$ cat config.mk
export PLATFORM = sky130hd
export DESIGN_NAME = cp0_timer_intc_flat
export DESIGN_NICKNAME = d
export VERILOG_FILES = /design/src/rtl/cp0_timer_intc_if.sv /design/src/rtl/cp0_timer_intc.sv /design/src/flat_wrapper.sv
export SDC_FILE = /design/constraint.sdc
export NUM_CORES = 1
export LEC_CHECK = 0
export ABC_AREA = 1
export BUFFER_PORTS_ARGS = -buffer_cell sky130_fd_sc_hd__buf_2
export CAP_MARGIN = 15
export CORE_MARGIN = 2
export CORE_UTILIZATION = 55
export CTS_BUF_LIST = sky130_fd_sc_hd__clkbuf_2
export CTS_CLUSTER_SIZE = 10
export DETAILED_ROUTE_END_ITERATION = 8
export GPL_TIMING_DRIVEN = 0
export PLACE_DENSITY = 0.83
export SETUP_SLACK_MARGIN = 0.2
export SYNTH_ARGS = -nofsm -noshare
export SYNTH_HDL_FRONTEND = slang
export SYNTH_SLANG_ARGS = --single-unit
$ cat constraint.sdc
create_clock -name clk -period 4.8 [get_ports clk]
set_clock_uncertainty 0.1 [all_clocks]
set_input_delay 0.96 -clock clk [delete_from_list [all_inputs] [get_ports clk]]
set_output_delay 0.96 -clock clk [all_outputs]
set_load 0.05 [all_outputs]
$ cat src/rtl/cp0_timer_intc_if.sv
// Core-to-CP0 bundle: mfc0/mtc0 access, exception/eret commit, hw interrupt lines and CP0 status outputs.
// The master is the core side; the slave is the coprocessor.
interface cp0_timer_intc_if #(
    parameter int N_HW_INT = 5
);
    logic                mfc0;
    logic                mtc0;
    logic [4:0]          rd;
    logic [31:0]         wdata;
    logic [31:0]         pc;
    logic                exception;
    logic [4:0]          exc_code;
    logic                eret;
    logic [N_HW_INT-1:0] hw_int;
    logic [31:0]         rdata;
    logic [31:0]         status;
    logic                int_req;
    logic                timer_int;
    logic [31:0]         exc_addr;
    logic [31:0]         ret_addr;

    modport master (
        output mfc0, mtc0, rd, wdata, pc, exception, exc_code, eret, hw_int,
        input  rdata, status, int_req, timer_int, exc_addr, ret_addr
    );

    modport slave (
        input  mfc0, mtc0, rd, wdata, pc, exception, exc_code, eret, hw_int,
        output rdata, status, int_req, timer_int, exc_addr, ret_addr
    );
endinterface

$ cat src/rtl/cp0_timer_intc.sv
// MIPS coprocessor 0: Count/Compare timer, interrupt sync+masking, exception entry and eret.
// Every register update takes one clk edge; mfc0 read data and int_req are combinational.
module cp0_timer_intc #(
    parameter int          N_HW_INT    = 5,
    parameter int          TIMER_DIV   = 1,
    parameter int          SYNC_STAGES = 2,
    parameter logic [31:0] EXC_VECTOR  = 32'h0040_0004,
    parameter logic [31:0] STATUS_RST  = 32'h0000_0000
) (
    input  logic            clk,
    input  logic            rst,
    cp0_timer_intc_if.slave bus
);
    localparam logic [7:0] DIV_MAX = 8'(TIMER_DIV - 1);

    localparam logic [4:0] REG_COUNT   = 5'd9;
    localparam logic [4:0] REG_COMPARE = 5'd11;
    localparam logic [4:0] REG_STATUS  = 5'd12;
    localparam logic [4:0] REG_CAUSE   = 5'd13;
    localparam logic [4:0] REG_EPC     = 5'd14;

    logic [31:0]         r_count;
    logic [31:0]         r_compare;
    logic [31:0]         r_epc;
    logic [7:0]          r_div;
    logic                r_timer_int;
    logic                r_ie;
    logic                r_exl;
    logic [7:0]          r_im;
    logic [4:0]          r_exc_code;
    logic [1:0]          r_sw_ip;
    logic [N_HW_INT-1:0] r_sync [SYNC_STAGES];

    logic        w_tick;
    logic [31:0] w_count_inc;
    logic        w_wr_count;
    logic        w_wr_compare;
    logic        w_wr_status;
    logic        w_wr_cause;
    logic        w_wr_epc;
    logic [7:0]  w_ip;
    logic [31:0] w_status;
    logic [31:0] w_cause;
    logic [31:0] w_rdata;

    assign w_tick      = (r_div == DIV_MAX);
    assign w_count_inc = r_count + 32'd1;

    assign w_wr_count   = bus.mtc0 && (bus.rd == REG_COUNT);
    assign w_wr_compare = bus.mtc0 && (bus.rd == REG_COMPARE);
    // exception and eret own Status/Cause/EPC for the cycle, so software writes to them are dropped
    assign w_wr_status  = bus.mtc0 && (bus.rd == REG_STATUS) && !bus.exception && !bus.eret;
    assign w_wr_cause   = bus.mtc0 && (bus.rd == REG_CAUSE)  && !bus.exception && !bus.eret;
    assign w_wr_epc     = bus.mtc0 && (bus.rd == REG_EPC)    && !bus.exception && !bus.eret;

    always_comb begin
        w_ip                = 8'd0;
        w_ip[1:0]           = r_sw_ip;
        w_ip[2 +: N_HW_INT] = r_sync[SYNC_STAGES-1];
        w_ip[7]             = r_timer_int;
    end

    assign w_status = {16'd0, r_im, 6'd0, r_exl, r_ie};
    assign w_cause  = {16'd0, w_ip, 1'b0, r_exc_code, 2'b00};

    always_comb begin
        w_rdata = 32'd0;
        if (bus.mfc0) begin
            case (bus.rd)
                REG_COUNT:   w_rdata = r_count;
                REG_COMPARE: w_rdata = r_compare;
                REG_STATUS:  w_rdata = w_status;
                REG_CAUSE:   w_rdata = w_cause;
                REG_EPC:     w_rdata = r_epc;
                default:     w_rdata = 32'd0;
            endcase
        end
    end

    // Timer: divider, Count and the sticky Count==Compare flag
    always_ff @(posedge clk or posedge rst) begin
        if (rst) begin
            r_div       <= 8'd0;
            r_count     <= 32'd0;
            r_compare   <= 32'hFFFF_FFFF;
            r_timer_int <= 1'b0;
        end else begin
            r_div <= w_tick ? 8'd0 : r_div + 8'd1;
            if (w_wr_count) begin
                r_count <= bus.wdata;
            end else if (w_tick) begin
                r_count <= w_count_inc;
            end
            if (w_wr_compare) begin
                r_compare   <= bus.wdata;
                r_timer_int <= 1'b0;
            end else if (w_tick && !w_wr_count && (w_count_inc == r_compare)) begin
                r_timer_int <= 1'b1;
            end
        end
    end

    always_ff @(posedge clk or posedge rst) begin
        if (rst) begin
            for (int k = 0; k < SYNC_STAGES; k++) begin
                r_sync[k] <= '0;
            end
        end else begin
            r_sync[0] <= bus.hw_int;
            for (int k = 1; k < SYNC_STAGES; k++) begin
                r_sync[k] <= r_sync[k-1];
            end
        end
    end

    // Status / Cause / EPC with exception > eret > mtc0 priority
    always_ff @(posedge clk or posedge rst) begin
        if (rst) begin
            r_ie       <= STATUS_RST[0];
            r_exl      <= STATUS_RST[1];
            r_im       <= STATUS_RST[15:8];
            r_exc_code <= 5'd0;
            r_sw_ip    <= 2'd0;
            r_epc      <= 32'd0;
        end else begin
            if (bus.exception) begin
                r_exl      <= 1'b1;
                r_exc_code <= bus.exc_code;
                r_epc      <= bus.pc;
            end else if (bus.eret) begin
                r_exl <= 1'b0;
            end
            if (w_wr_status) begin
                r_ie  <= bus.wdata[0];
                r_exl <= bus.wdata[1];
                r_im  <= bus.wdata[15:8];
            end
            if (w_wr_cause) begin
                r_sw_ip <= bus.wdata[9:8];
            end
            if (w_wr_epc) begin
                r_epc <= bus.wdata;
            end
        end
    end

    assign bus.rdata     = w_rdata;
    assign bus.status    = w_status;
    assign bus.int_req   = r_ie && !r_exl && |(w_ip & r_im);
    assign bus.timer_int = r_timer_int;
    assign bus.exc_addr  = EXC_VECTOR;
    assign bus.ret_addr  = r_epc;
endmodule

$ cat src/flat_wrapper.sv
// flat-port wrapper written by rule: the top's interface ports become plain ports
module cp0_timer_intc_flat 
#(
    parameter int          N_HW_INT    = 5,
    parameter int          TIMER_DIV   = 1,
    parameter int          SYNC_STAGES = 2,
    parameter logic [31:0] EXC_VECTOR  = 32'h0040_0004,
    parameter logic [31:0] STATUS_RST  = 32'h0000_0000
)
  (clk, rst, bus_mfc0, bus_mtc0, bus_rd, bus_wdata, bus_pc, bus_exception, bus_exc_code, bus_eret, bus_hw_int, bus_rdata, bus_status, bus_int_req, bus_timer_int, bus_exc_addr, bus_ret_addr);
  cp0_timer_intc_if #(.N_HW_INT(N_HW_INT)) bus_i ();
  input  logic clk;
  input  logic rst;
  input wire logic [$bits(bus_i.mfc0)-1:0] bus_mfc0;
  input wire logic [$bits(bus_i.mtc0)-1:0] bus_mtc0;
  input wire logic [$bits(bus_i.rd)-1:0] bus_rd;
  input wire logic [$bits(bus_i.wdata)-1:0] bus_wdata;
  input wire logic [$bits(bus_i.pc)-1:0] bus_pc;
  input wire logic [$bits(bus_i.exception)-1:0] bus_exception;
  input wire logic [$bits(bus_i.exc_code)-1:0] bus_exc_code;
  input wire logic [$bits(bus_i.eret)-1:0] bus_eret;
  input wire logic [$bits(bus_i.hw_int)-1:0] bus_hw_int;
  output wire logic [$bits(bus_i.rdata)-1:0] bus_rdata;
  output wire logic [$bits(bus_i.status)-1:0] bus_status;
  output wire logic [$bits(bus_i.int_req)-1:0] bus_int_req;
  output wire logic [$bits(bus_i.timer_int)-1:0] bus_timer_int;
  output wire logic [$bits(bus_i.exc_addr)-1:0] bus_exc_addr;
  output wire logic [$bits(bus_i.ret_addr)-1:0] bus_ret_addr;
  assign bus_i.mfc0 = bus_mfc0;
  assign bus_i.mtc0 = bus_mtc0;
  assign bus_i.rd = bus_rd;
  assign bus_i.wdata = bus_wdata;
  assign bus_i.pc = bus_pc;
  assign bus_i.exception = bus_exception;
  assign bus_i.exc_code = bus_exc_code;
  assign bus_i.eret = bus_eret;
  assign bus_i.hw_int = bus_hw_int;
  assign bus_rdata = bus_i.rdata;
  assign bus_status = bus_i.status;
  assign bus_int_req = bus_i.int_req;
  assign bus_timer_int = bus_i.timer_int;
  assign bus_exc_addr = bus_i.exc_addr;
  assign bus_ret_addr = bus_i.ret_addr;
  cp0_timer_intc #(.N_HW_INT(N_HW_INT), .TIMER_DIV(TIMER_DIV), .SYNC_STAGES(SYNC_STAGES), .EXC_VECTOR(EXC_VECTOR), .STATUS_RST(STATUS_RST)) u_core (.clk(clk), .rst(rst), .bus(bus_i));
endmodule
==> impl_metrics.yaml, run 1 <==
layout:
  utilization_pct: 67.21
  nets: 1473
  nFillCells: 1354
  final_area_sq_mm: 0.009842
  area_growth_pct: 18.30
  drive_gt1_share_pct: 22.39
grt:
  grt_pass1_vias: 8372
  antenna_found_initial: 1
  grt_usage_pct: 33.99
  grt_max_degree: 91
  grt_overflow: 0
  grt_pass1_wl_um: 42800
synthesis:
  synth_top_area_cell: "dfrtp_1"
  synth_most_common_cell: "nand2_1"
  netlist_instances: 1154
  synth_edf_count: 0
  synth_warnings: 0
  synth_area_leaders: "dfrtp_1 (30%), nand2_1 (14%), dfstp_2 (10%)"
  seq_area_frac_synth_pct: 40.19
  synth_seq_cells: 132
  synth_ff_type: "dfrtp_1"
  synth.avg_cell_area_sq_um: 7.209
  ys_types: 37
  synth_top_cells_by_count: "nand2_1 (319), inv_1 (178), dfrtp_1 (100)"
  async_flop_share_pct: 100.0
  yosys.area.top_type_share_pct: 30.08
  syn_area_sq_mm: 0.008319
critical_path:
  rrSetupSlack_ns: 2.31
  end_kind: "primary output"
  crit_path_end: "bus_rdata[6]"
  reg2regPathDepth: 14
  crit_cells: 10
  crit_chain: "buf_2 -> inv_1 -> nand4_1 -> nor2_2 -> inv_1 -> clkbuf_1 -> o22ai_1 -> a221oi_1 -> nor2_1 -> buf_2"
  worst_r2r_endpoint: "u_core.bus.timer_int$_DFFE_PP0P_"
  max_stage_delay_ns: 0.40
  critPathTopFamily: "buffers and inverters"
  required_ns: 3.74
  timing.rr.start: "u_core.r_div[0]$_DFF_PP0_"
  critPathLaunchType: "input pin"
  cp_max_fo: 10
  crit_type: "in -> out"
  worst_path_max_delay_cell: "nor2_2"
  critical_path.startpoint: "bus_rd[0]"
  crit_arrival_ns: 3.18
  cp_num_buf_inv: 5
routing:
  dr.pass1.iters: 5
  wl_per_cell_um: 17.07
  drc: 0
  viasPerCell: 5.605
  drtAntennaViolNets: 0
  first_iter_violations: 906
  wirelength_um: 27020
  num_vias: 8872
sta:
  rsz0062_at_grt: "false"
  relSlewSlack_pct: 30.67
  min_period_ns: 4.239
  timing.final.crit_share_pct: 88.32
  setup_viol: 0
  final.setup.tns_ns: 0
  fmax_ghz: 0.2359
  slew_violations: 0
  tightest_slew_ns: 1.031
  fin_hold_ws_ns: 0.09701
  hold_viol: 0
floorplanning:
  initial_core_util_pct: 56.81
  die_h_um: 127.0
  core_area_sq_mm: 0.01464
  die_w_um: 127.0
  ioPinCount: 215
  dieArea_sq_mm: 0.01613
  fp-row-count: 44
place:
  gp_congestion: 0.9707
  port_buffers: 159
  postPlaceCellArea_sq_mm: 0.009573
  dp_hpwl_um: 20450
cts:
  cts_buffers: 17
  htree_levels: 4
  hold_buffers: 0
  cts_tree: "yes"
  ctsResizeCount: 0
  clkSinkCount: 132
  insertion_delay_ns: 0.74
  clk_path_buf_depth: 2
  cts_setup_buffers: 0
  cts-root-buf: "clkbuf_2"
  clk_pin_slew_ns: 0.25
pwr:
  p_seq_share_pct: 44.1
  p_sw_share_pct: 43.39
  power_density_mw_per_mm2: 351.0
  power_switching_uw: 1499
  clkPwrFrac_pct: 22.1
  ir_drop_mv: 0.2513
  p_leak_uw: 0.005274
  p_int_uw: 1955
  comb_power_share_pct: 33.7
flow_run:
  drv_cap: 0
min_path:
  hp-class: "in -> async"
run_status:
  status: "finished clean"
[power by group through the flow]
stage	combinational, uW	sequential (uW)	clock, uW
CTS	1150	1510	776
global placement	1120	1530	0
floorplan	775	1600	0
global route	1290	1550	833
detailed placement	1150	1530	0
finish	1160	1520	765
[area by class of cell]
cell class                 instances  area [sq um]  area share (%)
sequential                       132          3343           33.97
buffer                            91         560.5           5.695
antenna                            1         2.502         0.02543
clock buffer                      17         85.08          0.8645
inverter                         183         691.9           7.030
clock inverter                    15         181.4           1.843
tap                              184         230.2           2.339
timing repair buffer             160         823.3           8.365
multi-input combinational        800          3924           39.87
[worst min path at each step]
stage,end,cells past startpoint,startpoint
after floorplan,u_core.r_sync[0]$_DFF_PP0_,0,u_core.r_sync[5]$_DFF_PP0_
final,u_core.bus.ret_addr[28]$_DFFE_PP0P_,2,rst
after global routing,u_core.bus.ret_addr[4]$_DFFE_PP0P_,2,rst
after global placement,u_core.r_sync[3]$_DFF_PP0_,0,u_core.r_sync[8]$_DFF_PP0_
after CTS,u_core.bus.ret_addr[28]$_DFFE_PP0P_,2,rst
after detailed placement,u_core.r_sync[2]$_DFF_PP0_,0,u_core.r_sync[7]$_DFF_PP0_
[metrics by stage]
stage	setup WS (ns)	cells	total power, uW
5_1_grt	0.3901	1583	3673
3_5_place_dp	0.6496	1550	2680
6_report	0.5608	1583	3454
3_3_place_gp	-1.295	1549	2655
2_1_floorplan	0.2669	1206	2379
4_1_cts	0.6469	1582	3443
[routing by layer]
layer  track usage (%)  wire length [um]
met1             45.96             11090
met2             53.38             12450
met3             7.370              2537
met4             14.16               944
met5                 0                 0
[flip-flops by register name, summed over array words and instances, names as in the netlist, 2 cells and up]
| signal | cells |
|---|---|
| u_core.r_div | 8 |
| u_core.r_sw_ip | 2 |
| u_core.r_exc_code | 5 |
| u_core.r_count | 32 |
| u_core.r_im | 8 |
| u_core.bus.ret_addr | 32 |
| u_core.r_sync | 10 |
| u_core.r_compare | 32 |
[cell families after synthesis]
family	synth area share, %
compound gates	15.67
xor+xnor	0.7370
fa+ha+maj	0.4512
buf+inv	14.99
flops	40.19
other cells	0.09027
simple gates	27.87
[cell usage in the layout (no fill, tap or decap), types with 5 or more instances in the layout]
cell	synthesis	final
nand2_1	319	319
o21ai_0	67	67
o22ai_1	29	29
nor2_4	5	5
inv_1	178	177
clkbuf_2	0	17
clkbuf_1	24	24
nand4_1	7	7
nor2_2	7	7
a21oi_1	8	8
o211ai_1	18	18
buf_4	56	56
nor2_1	94	94
conb_1	2	54
buf_2	7	166
dfstp_2	32	32
a221oi_1	17	17
nand3_1	97	97
xor2_1	5	5
dfrtp_1	100	100
o221ai_1	48	48
inv_6	0	9
No activity file was read; power rests on OpenSTA's default activity.
==> run 2: changes to the inputs <==
Settings changed: MAX_ROUTING_LAYER set to met4.
==> run 2 against run 1 <==
Final area is 0.24% lower; first-iteration DRC count grew 6.8%; core utilization down 0.16 points; sequential power barely moved; fmax fell by 0.78%; power is 1.1% lower; hold slack lost 0.0040 ns.
==> impl_metrics.yaml, run 2 (synthesis gave the netlist of run 1 again) <==
cts:
  cts_buffers: 17
  clkSinkCount: 132
  cts_setup_buffers: 0
  hold_buffers: 0
  ctsResizeCount: 0
  cts_tree: "yes"
  clk_path_buf_depth: 2
  insertion_delay_ns: 0.76
  htree_levels: 4
  cts-root-buf: "clkbuf_2"
  clk_pin_slew_ns: 0.23
routing:
  wl_met2_um: 12870
  dr.pass1.iters: 6
  wl_per_cell_um: 17.42
  first_iter_violations: 968
  drc: 0
  m1WireLength_um: 10930
  dr_wl_met3_um: 2996
  drtAntennaViolNets: 0
  num_vias: 8930
  wirelength_um: 27580
  topRoutingLayerUsed: "met4"
  viasPerCell: 5.641
critical_path:
  crit_type: "in -> out"
  end_kind: "primary output"
  critPathLaunchType: "input pin"
  required_ns: 3.74
  cp_max_fo: 10
  rrSetupSlack_ns: 2.30
  crit_arrival_ns: 3.21
  reg2regPathDepth: 15
  timing.rr.start: "u_core.r_count[0]$_DFFE_PP0P_"
  worst_r2r_endpoint: "u_core.bus.timer_int$_DFFE_PP0P_"
place:
  dp_hpwl_um: 20790
  gp_congestion: 0.9987
  port_buffers: 159
layout:
  layout_commonest_cell: "nand2_1"
  area_growth_pct: 18.02
  nFillCells: 1370
  nets: 1473
  drive_gt1_share_pct: 22.39
  final_cell_mix: "nand2_1 (319), inv_1 (177), buf_2 (166)"
min_path:
  hp-class: "in -> async"
sta:
  fmax_ghz: 0.2341
  min_period_ns: 4.272
  rsz0062_at_grt: "false"
  setup_viol: 0
  tightest_slew_ns: 1.010
  hold_viol: 0
  relSlewSlack_pct: 32.12
  fin_hold_ws_ns: 0.09299
  slew_violations: 0
  final.setup.tns_ns: 0
  timing.final.crit_share_pct: 89.01
floorplanning:
  fp-row-count: 44
  initial_core_util_pct: 56.81
  core_area_sq_mm: 0.01464
  dieArea_sq_mm: 0.01613
  die_w_um: 127.0
  die_h_um: 127.0
  ioPinCount: 215
grt:
  grt_overflow: 0
  grt_pass1_vias: 8525
  antenna_found_initial: 1
  grt_pass1_wl_um: 43360
  grt_max_degree: 87
  grt_usage_pct: 35.55
pwr:
  p_leak_uw: 0.005256
  power_density_mw_per_mm2: 348.0
  ir_drop_mv: 0.3241
  total_power_uw: 3417
flow_run:
  drv_cap: 0
run_status:
  status: "finished clean"
run 2: worst max-delay path by stage:
stage | from | endpoint
floorplan | rst | u_core.bus.ret_addr[0]$_DFFE_PP0P_
global route | bus_rd[4] | bus_rdata[15]
CTS | bus_rd[4] | bus_rdata[15]
detailed placement | bus_rd[4] | bus_rdata[15]
finish | bus_rd[0] | bus_rdata[5]
global placement | rst | u_core.bus.ret_addr[26]$_DFFE_PP0P_
run 2: through the flow:
stage | utilization, % | instances | area (sq um) | worst slack [ns]
global placement | 65.15 | 1549 | 9540 | -1.308
finish | 67.05 | 1583 | 9818 | 0.5276
floorplan | - | 1206 | 8514 | 0.2669
global route | 67.05 | 1583 | 9818 | 0.3442
CTS | 67.03 | 1582 | 9816 | 0.6162
detailed placement | 65.37 | 1550 | 9573 | 0.6181
run 2: critical path: stages:
cell,delay (ns)
buf_2,0.11
inv_1,0.11
nand4_1,0.13
nor2_2,0.42
inv_1,0.27
clkbuf_1,0.40
o22ai_1,0.33
a221oi_1,0.10
nor2_1,0.12
buf_2,0.28
run 2: report_power, final:
group          internal, uW  total (uW)  switching, uW
registers              1340        1520            186
clock network           212         723            511
logic                   351        1170            819
run 2: area by class of cell:
cell class,instances,area (sq um),area share (%)
Tap cell,184,230.2,2.345
Multi-Input combinational cell,800,3924,39.96
Timing Repair Buffer,160,823.3,8.385
Clock buffer,17,85.08,0.8666
Sequential cell,132,3343,34.05
Buffer,91,560.5,5.709
Inverter,183,691.9,7.047
Antenna cell,1,2.502,0.02549
Clock inverter,15,157.7,1.606
run 2: per-layer routing:
layer  vias to the layer above  GRT usage (%)
met5                         -              -
met4                         0          12.67
met3                        71          8.626
met2                       552          55.22
met1                      4171          45.81
li1                       4136              -
